<file path="config.mk">
export PLATFORM = sky130hd
export DESIGN_NAME = note_sequencer_flat
export DESIGN_NICKNAME = d
export VERILOG_FILES = /design/src/rtl/note_seq_pkg.sv /design/src/rtl/note_sequencer_if.sv /design/src/rtl/note_sequencer_key_arbiter.sv /design/src/rtl/note_sequencer.sv /design/src/flat_wrapper.sv
export SDC_FILE = /design/constraint.sdc
export NUM_CORES = 1
export LEC_CHECK = 0
export CAP_MARGIN = 20
export CORE_UTILIZATION = 30
export CTS_BUF_LIST = sky130_fd_sc_hd__clkbuf_4 sky130_fd_sc_hd__clkbuf_8
export DETAILED_ROUTE_END_ITERATION = 8
export DONT_BUFFER_PORTS = 1
export GPL_TIMING_DRIVEN = 0
export PLACE_DENSITY_LB_ADDON = 0.1
export RECOVER_POWER = 25
export SLEW_MARGIN = 0
export SYNTH_ARGS = -nofsm -noshare
export SYNTH_HDL_FRONTEND = slang
export SYNTH_SLANG_ARGS = --single-unit
</file>
<file path="constraint.sdc">
create_clock -name clk -period 11.6 [get_ports clk]
set_input_delay 2.32 -clock clk [delete_from_list [all_inputs] [get_ports clk]]
set_output_delay 2.32 -clock clk [all_outputs]
set_load 0.03 [all_outputs]
</file>
<file path="src/rtl/note_seq_pkg.sv">
// Shared types, tone-divisor table and key helpers for the note sequencer.
// Pure declarations; no latency, no flow control.
package note_seq_pkg;

    localparam int NUM_KEYS = 13;

    typedef enum logic [1:0] {
        IDLE    = 2'd0,
        PLAY    = 2'd1,
        RELEASE = 2'd2
    } state_t;

    // round(12 MHz / f) for C3..C4
    localparam logic [18:0] NOTE_DIV [NUM_KEYS] = '{
        19'd91735, 19'd86585, 19'd81726, 19'd77139, 19'd72809, 19'd68723, 19'd64865,
        19'd61225, 19'd57789, 19'd54545, 19'd51484, 19'd48594, 19'd45867
    };

    function automatic logic [3:0] top_key(input logic [NUM_KEYS-1:0] v);
        logic [3:0] idx;
        idx = '0;
        for (int i = 0; i < NUM_KEYS; i++) begin
            if (v[i]) idx = 4'(i);
        end
        return idx;
    endfunction

    function automatic logic [18:0] note_div(input logic [3:0] note, input logic [1:0] oct);
        return NOTE_DIV[note] >> oct;
    endfunction

endpackage

</file>
<file path="src/rtl/note_sequencer_if.sv">
// Key/button inputs and soundpath-facing outputs of the note sequencer.
// Level/pulse signals only; no handshake, the soundpath never stalls.
interface note_sequencer_if;
    import note_seq_pkg::*;

    logic [NUM_KEYS-1:0] key_i;
    logic                oct_up_i;
    logic                oct_dn_i;
    logic                mode_btn_i;
    logic                sample_now_o;
    logic [18:0]         divisor_o;
    logic [1:0]          mode_o;
    logic [3:0]          note_o;
    logic [1:0]          octave_o;
    logic                active_o;

    modport master (
        output key_i, oct_up_i, oct_dn_i, mode_btn_i,
        input  sample_now_o, divisor_o, mode_o, note_o, octave_o, active_o
    );

    modport slave (
        input  key_i, oct_up_i, oct_dn_i, mode_btn_i,
        output sample_now_o, divisor_o, mode_o, note_o, octave_o, active_o
    );
endinterface

</file>
<file path="src/rtl/note_sequencer_key_arbiter.sv">
// Picks one candidate note from the held keys: newest press, then the sounding note, then highest held.
// Purely combinational, zero latency; no backpressure.
module key_arbiter
    import note_seq_pkg::*;
(
    input  logic [NUM_KEYS-1:0] key,
    input  logic [NUM_KEYS-1:0] key_q,
    input  logic [3:0]          cur_note,
    input  logic                cur_on,
    output logic [3:0]          cand,
    output logic                cand_valid,
    output logic                new_press
);
    logic [NUM_KEYS-1:0] fresh;

    assign fresh     = key & ~key_q;
    assign new_press = |fresh;

    always_comb begin
        cand       = '0;
        cand_valid = 1'b1;
        if (new_press) begin
            cand = top_key(fresh);
        end else if (cur_on && key[cur_note]) begin
            cand = cur_note;
        end else if (|key) begin
            cand = top_key(key);
        end else begin
            cand_valid = 1'b0;
        end
    end
endmodule

</file>
<file path="src/rtl/note_sequencer.sv">
// Sample timer, octave/mode capture and voice FSM; audible state changes land only on sample boundaries.
// Outputs update one clock after the sample_now cycle; inputs are never backpressured.
module note_sequencer
    import note_seq_pkg::*;
#(
    parameter int SAMPLE_PERIOD   = 256,
    parameter int MAX_OCT         = 3,
    parameter int RELEASE_SAMPLES = 64
) (
    input  logic              clk,
    input  logic              rst,
    note_sequencer_if.slave   bus
);
    localparam int CW = $clog2(SAMPLE_PERIOD);
    localparam int RW = $clog2(RELEASE_SAMPLES + 1);

    logic [CW-1:0]       cnt;
    logic [NUM_KEYS-1:0] key_q;
    logic [3:0]          cand;
    logic                cand_valid;
    logic                new_press;
    logic [3:0]          pend_note;
    logic                pend_vld;
    logic [1:0]          pend_oct;
    logic [1:0]          pend_mode;
    logic [RW-1:0]       rel_cnt;
    state_t              state;
    logic                boundary;
    logic                load;
    logic [3:0]          sel_note;

    key_arbiter u_arb (
        .key        (bus.key_i),
        .key_q      (key_q),
        .cur_note   (bus.note_o),
        .cur_on     (bus.active_o),
        .cand       (cand),
        .cand_valid (cand_valid),
        .new_press  (new_press)
    );

    assign boundary = bus.sample_now_o;
    assign load     = cand_valid | pend_vld;

    // A press in the boundary cycle itself is newer than anything latched earlier.
    always_comb begin
        sel_note = cand;
        if (!new_press && pend_vld) sel_note = pend_note;
    end

    always_ff @(posedge clk) begin
        if (rst) begin
            cnt              <= '0;
            key_q            <= '0;
            pend_note        <= '0;
            pend_vld         <= 1'b0;
            pend_oct         <= '0;
            pend_mode        <= '0;
            rel_cnt          <= '0;
            state            <= IDLE;
            bus.sample_now_o <= 1'b0;
            bus.divisor_o    <= '0;
            bus.mode_o       <= '0;
            bus.note_o       <= '0;
            bus.octave_o     <= '0;
            bus.active_o     <= 1'b0;
        end else begin
            cnt              <= cnt + 1'b1;
            bus.sample_now_o <= (cnt == CW'(SAMPLE_PERIOD - 2));
            key_q            <= bus.key_i;

            if (bus.oct_up_i && !bus.oct_dn_i && pend_oct != 2'(MAX_OCT)) begin
                pend_oct <= pend_oct + 1'b1;
            end else if (bus.oct_dn_i && !bus.oct_up_i && pend_oct != 2'd0) begin
                pend_oct <= pend_oct - 1'b1;
            end

            if (bus.mode_btn_i) pend_mode <= pend_mode + 1'b1;

            // Latch short presses so they still sound at the next boundary.
            if (boundary) begin
                pend_vld <= 1'b0;
            end else if (new_press) begin
                pend_vld  <= 1'b1;
                pend_note <= cand;
            end

            if (boundary) begin
                bus.mode_o   <= pend_mode;
                bus.octave_o <= pend_oct;
                if (load) begin
                    state         <= PLAY;
                    bus.note_o    <= sel_note;
                    bus.divisor_o <= note_div(sel_note, pend_oct);
                    bus.active_o  <= 1'b1;
                end else begin
                    case (state)
                        PLAY: begin
                            state   <= RELEASE;
                            rel_cnt <= '0;
                        end
                        RELEASE: begin
                            if (rel_cnt == RW'(RELEASE_SAMPLES - 1)) begin
                                state         <= IDLE;
                                bus.divisor_o <= '0;
                                bus.active_o  <= 1'b0;
                            end else begin
                                rel_cnt <= rel_cnt + 1'b1;
                            end
                        end
                        default: begin
                            state         <= IDLE;
                            bus.divisor_o <= '0;
                            bus.active_o  <= 1'b0;
                        end
                    endcase
                end
            end
        end
    end
endmodule

</file>
<file path="src/flat_wrapper.sv">
// flat-port wrapper written by rule: the top's interface ports become plain ports
module note_sequencer_flat import note_seq_pkg::*;
#(
    parameter int SAMPLE_PERIOD   = 256,
    parameter int MAX_OCT         = 3,
    parameter int RELEASE_SAMPLES = 64
)
  (clk, rst, bus_key_i, bus_oct_up_i, bus_oct_dn_i, bus_mode_btn_i, bus_sample_now_o, bus_divisor_o, bus_mode_o, bus_note_o, bus_octave_o, bus_active_o);
  note_sequencer_if bus_i ();
  input  logic clk;
  input  logic rst;
  input wire logic [$bits(bus_i.key_i)-1:0] bus_key_i;
  input wire logic [$bits(bus_i.oct_up_i)-1:0] bus_oct_up_i;
  input wire logic [$bits(bus_i.oct_dn_i)-1:0] bus_oct_dn_i;
  input wire logic [$bits(bus_i.mode_btn_i)-1:0] bus_mode_btn_i;
  output wire logic [$bits(bus_i.sample_now_o)-1:0] bus_sample_now_o;
  output wire logic [$bits(bus_i.divisor_o)-1:0] bus_divisor_o;
  output wire logic [$bits(bus_i.mode_o)-1:0] bus_mode_o;
  output wire logic [$bits(bus_i.note_o)-1:0] bus_note_o;
  output wire logic [$bits(bus_i.octave_o)-1:0] bus_octave_o;
  output wire logic [$bits(bus_i.active_o)-1:0] bus_active_o;
  assign bus_i.key_i = bus_key_i;
  assign bus_i.oct_up_i = bus_oct_up_i;
  assign bus_i.oct_dn_i = bus_oct_dn_i;
  assign bus_i.mode_btn_i = bus_mode_btn_i;
  assign bus_sample_now_o = bus_i.sample_now_o;
  assign bus_divisor_o = bus_i.divisor_o;
  assign bus_mode_o = bus_i.mode_o;
  assign bus_note_o = bus_i.note_o;
  assign bus_octave_o = bus_i.octave_o;
  assign bus_active_o = bus_i.active_o;
  note_sequencer #(.SAMPLE_PERIOD(SAMPLE_PERIOD), .MAX_OCT(MAX_OCT), .RELEASE_SAMPLES(RELEASE_SAMPLES)) u_core (.clk(clk), .rst(rst), .bus(bus_i));
endmodule
</file>
Word-level counts from Yosys, hierarchy flattened
Memory sizes are Yosys's and may differ from the RTL's.
Cells that the tools add are included.
{"block": "word_totals", "out_inout_bits": 29, "reg_bits": 68, "elab_cells": 105, "in_bits": 18, "mem_count": 1, "mem_bits_ro": 304, "latch_bits": 0, "mem_bits_rw": 0}
{"block": "op_classes", "order_cmp": 2, "addsub": 5, "div": 0, "multipliers": 0, "shift": 1, "n_reduce_logical": 20, "muxes": 48, "bitwise": 6, "n_eq_ne": 8}
{"name": "(no name shown)", "words": 16, "word_bits": 19, "read_ports": 1, "rd_ports_with_merged_regs": 0, "wr": 0, "line_no": "note_seq_pkg.sv:29", "source": "return NOTE_DIV[note] >> oct;"}
{"operator": "$mux 4", "count": 26}
{"operator": "$mux 19", "count": 4}
{"operator": "$pmux 19 s2", "count": 1}
{"operator": "$reduce_or 13->1", "count": 2}
{"operator": "$shr 19x2->19", "count": 1}
{"operator": "$pmux 7 s2", "count": 1}
{"operator": "$and 13x13->13", "count": 1}
{"operator": "$not 13->13", "count": 1}
{"operator": "$add 8x1->8 const B", "count": 1}
{"operator": "$eq 8x8->1 const B", "count": 1}
{"operator": "$mux 1", "count": 8}
{"operator": "$mux 2", "count": 4}
{"operator": "$add 7x1->7 const B", "count": 1}
{"operator": "$eq 7x6->1 const B", "count": 1}
{"operator": "$mux 7", "count": 1}
{"operator": "$logic_and 1x1->1", "count": 6}
{"operator": "$reduce_and 2->1", "count": 3}
{"operator": "$reduce_bool 2->1", "count": 3}
{"operator": "$ge 5x5->1 const B", "count": 1}
{"operator": "$lt 4x5->1 const B", "count": 1}
{"operator": "$not 4->5", "count": 1}
{"operator": "$add 2x1->2 const B", "count": 2}
{"operator": "$bmux 1 s4", "count": 1}
{"operator": "$ne 2x2->1 const B", "count": 2}
{"operator": "other kinds (13)", "count": 16}

Depth between registers and ports, before layout
Gate-level depths: netlist of the first run.
{"block": "logic_depth", "word_depth": 22, "mapped_depth": 14, "ltp_nobuf": 13}

Hierarchy
A second synthesis of the first run with hierarchy kept.
{"block": "unflattened", "cells_unflattened": 458, "area_unflattened_um2": 3957.5}
{"mod": "note_sequencer", "area_each_um2": 3419.5, "n_inst": 1, "seq_area_each_um2": 1321.3, "cells_each": 378}
{"mod": "key_arbiter", "area_each_um2": 538.0, "n_inst": 1, "seq_area_each_um2": 0.0, "cells_each": 80}

Least setup slack after synthesis of the first run
No wires, ideal clock.
{"block": "synth_timing", "path_type": "in2reg", "from": "in bus_key_i[7]", "to": "reg u_core.bus.divisor_o[6]", "required_time_ps": 11483, "setup_time_ps": 117, "t_arrival_ps": 5439, "path_buffers": 0, "path_stages": 12, "path_slack_ps": 6043, "path_cell_list": "nor2b_1 > or4_4 > or4b_1 > or4_4 > nand3_4 > inv_1 > ha_1 > inv_1 > mux2i_1 > a22oi_1 > o221ai_1 > a32o_1"}
{"block": "synth_via", "elab_chain_cells": 16, "elab_cells_between_ends": 37, "classes_between": "eq/ne: 2; shift: 1; mux: 24; bitwise: 3; reduce/logical: 6; memory: 1"}
{"element": "from (decl)", "line_no": "flat_wrapper.sv:12", "source": "input wire logic [$bits(bus_i.key_i)-1:0] bus_key_i;"}
{"element": "$mux 4 (6 in a row)", "line_no": "note_seq_pkg.sv:23", "source": "if (v[i]) idx = 4'(i);"}
{"element": "$mux 4", "line_no": "note_sequencer_key_arbiter.sv:26", "source": "end else if (|key) begin"}
{"element": "$mux 4", "line_no": "note_sequencer_key_arbiter.sv:24", "source": "end else if (cur_on && key[cur_note]) begin"}
{"element": "$mux 4", "line_no": "note_sequencer_key_arbiter.sv:22", "source": "if (new_press) begin"}
{"element": "$mux 4 *", "line_no": "note_sequencer.sv:48", "source": "if (!new_press && pend_vld) sel_note = pend_note;"}
{"element": "net u_core.sel_note[1]", "line_no": "note_sequencer.sv:30", "source": "logic [3:0] sel_note;"}
{"element": "$not 4->5 (implied by the code) *", "line_no": "note_seq_pkg.sv:29"}
{"element": "$mem_v2 16x19 *"}
{"element": "$mux 19 (implied by the code) * (2 in a row)", "line_no": "note_seq_pkg.sv:29"}
{"element": "$shr 19x2->19 *", "line_no": "note_seq_pkg.sv:29"}
{"element": "$mux 19 *", "line_no": "note_sequencer.sv:91", "source": "if (load) begin"}
{"element": "to (signal assigned)", "line_no": "note_sequencer.sv:94", "source": "bus.divisor_o <= note_div(sel_note, pend_oct);"}
{"element": "to (decl)", "line_no": "note_sequencer_if.sv:24", "source": "output sample_now_o, divisor_o, mode_o, note_o, octave_o, active_o"}
Mark *: on every way through the listed nets, which the timed path passes. The rest lies on a longest branch. The select of a mux whose other input is x is not followed.
A chain may end at the register's enable or synchronous reset.

Worst setup path after layout of the first run
{"block": "layout_timing", "from": "in bus_key_i[9]", "to": "reg u_core.bus.divisor_o[6]"}
{"block": "layout_via", "elab_chain_cells": 14, "elab_cells_between_ends": 33, "classes_between": "eq/ne: 2; shift: 1; mux: 20; bitwise: 3; reduce/logical: 6; memory: 1"}
{"element": "$mux 4 (4 in a row)", "line_no": "note_seq_pkg.sv:23"}
{"element": "$mux 4", "line_no": "note_sequencer_key_arbiter.sv:26"}
{"element": "$mux 4", "line_no": "note_sequencer_key_arbiter.sv:24"}
{"element": "$mux 4", "line_no": "note_sequencer_key_arbiter.sv:22"}
{"element": "$mux 4 *", "line_no": "note_sequencer.sv:48"}
{"element": "net u_core.sel_note[1]", "line_no": "note_sequencer.sv:30"}
{"element": "$not 4->5 (implied by the code) *", "line_no": "note_seq_pkg.sv:29"}
{"element": "$mem_v2 16x19 *"}
{"element": "$mux 19 (implied by the code) * (2 in a row)", "line_no": "note_seq_pkg.sv:29"}
{"element": "$shr 19x2->19 *", "line_no": "note_seq_pkg.sv:29"}
{"element": "$mux 19 *", "line_no": "note_sequencer.sv:91"}
Marks and branches as above.

==> flow_summary.yaml, run 1 <==
cts:
  cts-resized-gates: 0
  clockRootBuffer: "clkbuf_8"
  clk_latency_ns: 0.36
  cts_buffer_depth: 2
  cts_sinks: 66
  clk_pin_slew_ns: 0.08
  ctsHoldBuffers: 0
  cts_tree: "done"
  post_cts_buffers: 0
  cts_made_buffers: 9
  htreeDepth: 3
sta:
  finalCriticalPeriod_ns: 5.683
  grt_setup_unrepaired: "false"
  worst_pin_slew_ns: 0.7367
  fmaxAchievable_ghz: 0.1760
  max-slew-margin-rel_pct: 50.43
  fin_crit_sh_pct: 48.99
  final-setup-viol-count: 0
  slew_viol_final: 0
  final.setup.tns_ns: 0
  finalHoldViolCount: 0
  clock-skew-final_ns: 0.009857
worst_setup_path:
  worstPathArrival_ns: 5.94
  regToRegSetupSlack_ns: 7.27
  r2r_start: "u_core.bus.note_o[1]"
  cp-end-kind: "flop"
  crit_type: "in -> reg"
  worstPathMaxFanout: 8
  rr_endpoint: "u_core.bus.divisor_o[6]"
  crit_required_ns: 11.85
  cp-start-kind: "input pin"
  reg2reg_depth: 14
synth:
  yosysTopAreaCell: "dfxtp_1"
  yosysWarnings: 0
  seq_area_frac_synth_pct: 35.64
  synth_edf_count: 0
  ys_seq_elements: 66
  synthFlopType: "dfxtp_1"
  synthArstFlopShare_pct: 0
  synth_cell_types: 69
  syn_avg_cell_area_um2: 8.503
  syn_area_um2: 3707
  synth_area_leaders: "dfxtp_1 (36%), nor2_1 (5.0%), ha_1 (4.4%)"
  yosysTopAreaCellShare_pct: 35.64
  synthCells: 436
worst_hold_path:
  hold_class: "reg -> reg"
  worstHoldStart: "u_core.cnt[0]"
  min_to: "u_core.cnt[0]"
  min_path_cells: 1
die:
  core_um2: 12010
  die_h_um: 113.2
  io_pins: 47
  die_area_um2: 12810
  die_x_um: 113.2
  rows: 40
  initial_core_util_pct: 30.86
placed_design:
  gp_congestion: 0.8233
  placement.io_buffers: 0
  place_hpwl_mm: 7.632
finish:
  drive_gt1_share_pct: 8.830
  diodes: 0
  nets: 479
  area_delta_synth_final_pct: 11.20
  finalCoreUtilization_pct: 34.32
route:
  drt-total-wl_mm: 10.27
  drt_first_pass_iters: 4
  via_count: 3217
  drcViolationCount: 0
  via_per_inst: 5.362
  wl_per_cell_um: 17.12
  first_iter_violations: 163
  ant_nets: 0
power_and_ir_drop:
  ir_drop_uv: 53.52
  p_leak_uw: 0.001484
  power_density_nw_per_um2: 129.9
global_route:
  grtUsageTotal_pct: 17.17
  grt_antenna_before_repair: 0
  grt_pass1_vias: 3186
  grt_pass1_wl_mm: 16.84
  grt.overflow.total: 0
  grt_max_degree: 13
flow_run:
  max_cap_viol_count: 0
status:
  status: "finished clean"
[cell usage after synthesis (7+ instances only)]
master and number:
a21oi_1 29, inv_1 14, nor2_1 49, nor2b_1 26, ha_1 13, nor3_1 7, nand3_1 13, dfxtp_1 66
nand2_1 30, nand2b_1 11, o21ai_0 16, mux2i_1 10, o221ai_1 9, a211oi_1 9, clkbuf_1 14
[area by class of cell]
cell class / instances / area, um^2
Multi-Input combinational cell: 331 / 2225
Clock inverter: 6 / 90.09
Inverter: 15 / 56.30
Sequential cell: 66 / 1321
Tap cell: 147 / 183.9
Buffer: 25 / 108.9
Clock buffer: 10 / 137.6
Fill cell: 1264 / 7889
[cell families (layout without fill, tap and decap cells)]
| kind of cell | Yosys count | after routing | share of synthesized area, % |
|---|---|---|---|
| AND/OR/NAND/NOR | 162 | 162 | 22.51 |
| AO/OA/AOI/OAI | 130 | 130 | 25.72 |
| flip-flops | 66 | 66 | 35.64 |
| buffers and inverters | 40 | 56 | 4.455 |
| multiplexers | 14 | 14 | 4.826 |
| adder cells (fa/ha/maj) | 13 | 13 | 4.388 |
| XOR/XNOR | 10 | 10 | 2.362 |
| other | 1 | 2 | 0.1012 |
[registers in the layout, indices dropped and copies added (netlist names)]
name	flops
u_core.pend_note	4
u_core.pend_mode	2
u_core.bus.sample_now_o	1
u_core.pend_oct	2
u_core.bus.octave_o	2
u_core.state	2
u_core.key_q	13
u_core.pend_vld	1
u_core.bus.mode_o	2
u_core.bus.divisor_o	17
u_core.cnt	8
u_core.bus.note_o	4
u_core.rel_cnt	7
u_core.bus.active_o	1
[worst max-delay path by stage]
stage            startpoint                      end  cells past startpoint  slack, ns
2_1_floorplan  bus_key_i[7]  u_core.bus.divisor_o[6]                     12       6.04
3_3_place_gp   bus_key_i[7]  u_core.bus.divisor_o[6]                     12       5.56
3_5_place_dp   bus_key_i[7]  u_core.bus.divisor_o[6]                     12       5.62
4_1_cts        bus_key_i[9]  u_core.bus.divisor_o[6]                     13       6.01
5_1_grt        bus_key_i[9]  u_core.bus.divisor_o[6]                     13       5.72
6_report       bus_key_i[9]  u_core.bus.divisor_o[6]                     13       5.92
[where the power goes]
part | leakage [uW] | internal [uW] | switching [uW] | total (uW)
clock network | 0.000112 | 127 | 96.8 | 224
logic | 0.000834 | 27.9 | 48.8 | 76.8
registers | 0.000538 | 232 | 3.00 | 235
[layout by cell type (no fill, tap or decap), types with 7 or more instances in the layout]
| cell type | instances |
|---|---|
| dfxtp_1 | 66 |
| nor2_1 | 49 |
| nand2_1 | 30 |
| a21oi_1 | 29 |
| nor2b_1 | 26 |
| o21ai_0 | 16 |
| inv_1 | 14 |
| clkbuf_1 | 14 |
| nand3_1 | 13 |
| ha_1 | 13 |
| nand2b_1 | 11 |
| mux2i_1 | 10 |
| clkbuf_8 | 10 |
| o221ai_1 | 9 |
| a211oi_1 | 9 |
| nor3_1 | 7 |
[worst max-delay path: stages]
cell      delay, ns
nor2b_1        0.14
or4_1          0.60
nor4_1         0.65
and2b_1        0.27
nand3_1        0.16
nand3_4        0.19
inv_1          0.12
ha_1           0.35
inv_1          0.19
mux2i_1        0.11
a22oi_1        0.31
o221ai_1       0.23
a32o_1         0.29
[per-stage QoR]
step	area (um^2)	worst slack [ns]	power, uW	hold slack, ns	std cells
2_1_floorplan	3711	6.043	297.9	0.4297	437
3_5_place_dp	3895	5.617	316.4	0.4498	584
3_3_place_gp	3895	5.561	317.0	0.4476	584
5_1_grt	4123	5.715	562.1	0.5157	600
4_1_cts	4123	6.008	545.5	0.4693	600
6_report	4123	5.917	535.7	0.4655	600
[metal layers]
metal	wire length [um]	global-route usage [%]	vias to the layer above	part of all wire, %
li1	-	-	1615	-
met1	4843	22.04	1524	47
met2	4766	27.24	72	46
met3	572	4.392	6	5.6
met4	85	7.368	0	0.83
met5	0	0	-	0
(Power assumes the default switching activity.)
==> inputs of run 2 (changes only) <==
--- a/config.mk
+++ b/config.mk
@@ -5,6 +5,7 @@
 export SDC_FILE = /design/constraint.sdc
 export NUM_CORES = 1
 export LEC_CHECK = 0
+export ABC_AREA = 1
 export CAP_MARGIN = 20
 export CORE_UTILIZATION = 30
 export CTS_BUF_LIST = sky130_fd_sc_hd__clkbuf_4 sky130_fd_sc_hd__clkbuf_8
==> constraint.sdc (replaced) <==
create_clock -name clk -period 4.9 [get_ports clk]
set_input_delay 0.98 -clock clk [delete_from_list [all_inputs] [get_ports clk]]
set_output_delay 0.98 -clock clk [all_outputs]
set_load 0.03 [all_outputs]
==> run 2 against run 1 <==
Core utilization about the same. Total power is 120% higher. Clock skew grew 0.0026 ns. Die area rose by 2.0%. Clock-buffer cell count increased by 2. Critical path type is now reg -> reg.
==> flow_summary.yaml, run 2 <==
synth:
  synth_edf_count: 0
  syn_avg_cell_area_um2: 6.683
  synthArstFlopShare_pct: 0
  syn_area_um2: 3782
  yosysWarnings: 0
  synthFlopType: "dfxtp_1"
  yosysTopAreaCellShare_pct: 34.93
  ys_seq_elements: 66
  yosysTopAreaCell: "dfxtp_1"
  yosys-top-cells-count: "nand2_1 (158), dfxtp_1 (66), nand3_1 (62)"
  synthCells: 566
  synth.most_common_cell: "nand2_1"
  synth_area_leaders: "dfxtp_1 (35%), nand2_1 (16%), nand3_1 (8.2%)"
  seq_area_frac_synth_pct: 34.93
  synth_cell_types: 44
cts:
  cts_made_buffers: 9
  ctsHoldBuffers: 0
  cts_sinks: 66
  cts_tree: "done"
  post_cts_buffers: 0
  cts_buffer_depth: 2
  clockRootBuffer: "clkbuf_8"
  clk_pin_slew_ns: 0.07
  htreeDepth: 3
  clk_latency_ns: 0.37
  cts-resized-gates: 0
worst_setup_path:
  worstPathArrival_ns: 3.84
  crit_type: "reg -> reg"
  regToRegSetupSlack_ns: 1.34
  reg2reg_depth: 20
  cp-start-kind: "flop"
  r2r_start: "u_core.bus.note_o[1]"
  rr_endpoint: "u_core.bus.divisor_o[11]"
  cp-end-kind: "flop"
  crit_required_ns: 5.19
  worstPathMaxFanout: 7
sta:
  worst_pin_slew_ns: 0.7345
  finalCriticalPeriod_ns: 3.556
  clock-skew-final_ns: 0.01248
  max-slew-margin-rel_pct: 51.04
  finalHoldViolCount: 0
  final.setup.tns_ns: 0
  fin_crit_sh_pct: 72.56
  grt_setup_unrepaired: "false"
  fmaxAchievable_ghz: 0.2812
  slew_viol_final: 0
  final-setup-viol-count: 0
power_and_ir_drop:
  power_density_nw_per_um2: 277.3
  p_switching_uw: 345.8
  pwr-share-clk_pct: 36.9
  ir_drop_uv: 91.27
  p_seq_share_pct: 47.9
  p_leak_uw: 0.001844
  p_comb_share_pct: 15.2
  power.internal_uw: 812.2
  switching_share_pct: 29.86
route:
  via_per_inst: 4.699
  drt-total-wl_mm: 10.24
  wl_per_cell_um: 13.63
  via_count: 3529
  ant_nets: 0
  first_iter_violations: 200
  drt_first_pass_iters: 4
  drcViolationCount: 0
finish:
  area_delta_synth_final_pct: 10.39
  fin_area_um2: 4175
  reg_top3: "u_core.bus.divisor_o x17, u_core.key_q x13, u_core.cnt x8"
  regMostFlops: "u_core.bus.divisor_o"
  largest_reg_flops: 17
  diodes: 0
  drive_gt1_share_pct: 12.01
  instances_no_fill: 751
  final_common_cell: "nand2_1"
  final_cell_mix: "nand2_1 (158), dfxtp_1 (66), nand3_1 (62), inv_1 (56), nor2_1 (45)"
  nets: 609
die:
  die_x_um: 114.3
  rows: 40
  io_pins: 47
  die_h_um: 114.3
  die_area_um2: 13060
  initial_core_util_pct: 31.10
  core_um2: 12160
placed_design:
  gp_congestion: 0.8320
  place_hpwl_mm: 7.856
  place_inst: 735
  dpl_cell_area_um2: 3996
  placement.io_buffers: 0
worst_hold_path:
  min_to: "u_core.rel_cnt[6]"
  worstHoldStart: "u_core.rel_cnt[6]"
  min_path_cells: 2
  hold_class: "reg -> reg"
global_route:
  grt_max_degree: 12
  grtUsageTotal_pct: 17.16
  grt_pass1_wl_mm: 17.03
  grt_pass1_vias: 3338
  grt.overflow.total: 0
  grt_antenna_before_repair: 0
status:
  status: "finished clean"
flow_run:
  max_cap_viol_count: 0
## run 2: cell count changes after synthesis, sizes merged, moves of 11 or more
cell    delta
inv       +54
nand2    +137
nand2b    -11
nand3     +52
nor2b     -27
o21ai     +14
or2       +13
## run 2: routing by layer
metal  share of wire [%]  GRT usage, %  vias up
met1                  49         22.14     1618
met4                 1.9         7.792        0
met2                  45         27.64       53
li1                    -             -     1842
met5                   0             0        -
met3                 4.5         3.388       16
## run 2: worst max-delay path by stage
| stage | start | end | slack [ns] | cells after the start |
|---|---|---|---|---|
| final | u_core.bus.note_o[1] | u_core.bus.divisor_o[11] | 1.34 | 20 |
| after global routing | u_core.bus.note_o[1] | u_core.bus.divisor_o[10] | 0.96 | 21 |
| after CTS | u_core.bus.note_o[1] | u_core.bus.divisor_o[11] | 1.32 | 20 |
| after detailed placement | bus_key_i[6] | u_core.bus.divisor_o[11] | 1.07 | 20 |
| after global placement | bus_key_i[9] | u_core.bus.divisor_o[11] | 1.12 | 20 |
| after floorplan | bus_key_i[9] | u_core.bus.divisor_o[9] | 1.55 | 21 |
## run 2: cell type report
| type | instances | area (um^2) |
|---|---|---|
| Fill cell | 1372 | 7986 |
| Multi-Input combinational cell | 411 | 2087 |
| Sequential cell | 66 | 1321 |
| Inverter | 69 | 259.0 |
| Tap cell | 168 | 210.2 |
| Clock buffer | 12 | 152.6 |
| Buffer | 21 | 117.6 |
| Clock inverter | 4 | 27.53 |
## run 2: stage by stage
step / utilization, % / hold WS, ns / setup slack [ns] / total power (uW)
after floorplan: - / 0.4273 / 1.551 / 701.3
after global placement: 32.86 / 0.4439 / 1.117 / 742.6
after detailed placement: 32.86 / 0.4558 / 1.071 / 743.5
after CTS: 34.34 / 0.4663 / 1.317 / 1180
after global routing: 34.33 / 0.4770 / 0.9612 / 1225
final: 34.33 / 0.4619 / 1.344 / 1158
## run 2: critical path: stages, from the launching register on
cell,delay [ns]
dfxtp_1,0.66
inv_1,0.25
nand3_1,0.15
nand3_1,0.12
a21oi_2,0.20
nand2_1,0.15
o21ai_0,0.17
inv_1,0.06
nand2_1,0.10
nand3_1,0.14
nand2_4,0.15
inv_1,0.10
ha_1,0.43
inv_1,0.11
nand3_2,0.08
nand3_1,0.11
nand2_1,0.11
nand3_1,0.13
nand2_1,0.08
inv_1,0.04
a21oi_2,0.11
## run 2: cell families after synthesis
| family | synth area share, % |
|---|---|
| other | 0.09914 |
| DFF | 34.93 |
| xor gates and xnor gates | 0.4632 |
| AOI/OAI and AO/OA | 12.24 |
| and+or+nand+nor | 37.98 |
| buffers and inverters | 9.990 |
| adders and majority gates | 4.300 |
## run 2: power by group through the flow
| stage | combinational, uW | sequential (uW) | clock, uW |
|---|---|---|---|
| global placement | 176 | 567 | 0 |
| CTS | 178 | 554 | 448 |
| floorplan | 136 | 565 | 0 |
| finish | 176 | 554 | 427 |
| global route | 203 | 556 | 466 |
| detailed placement | 177 | 567 | 0 |
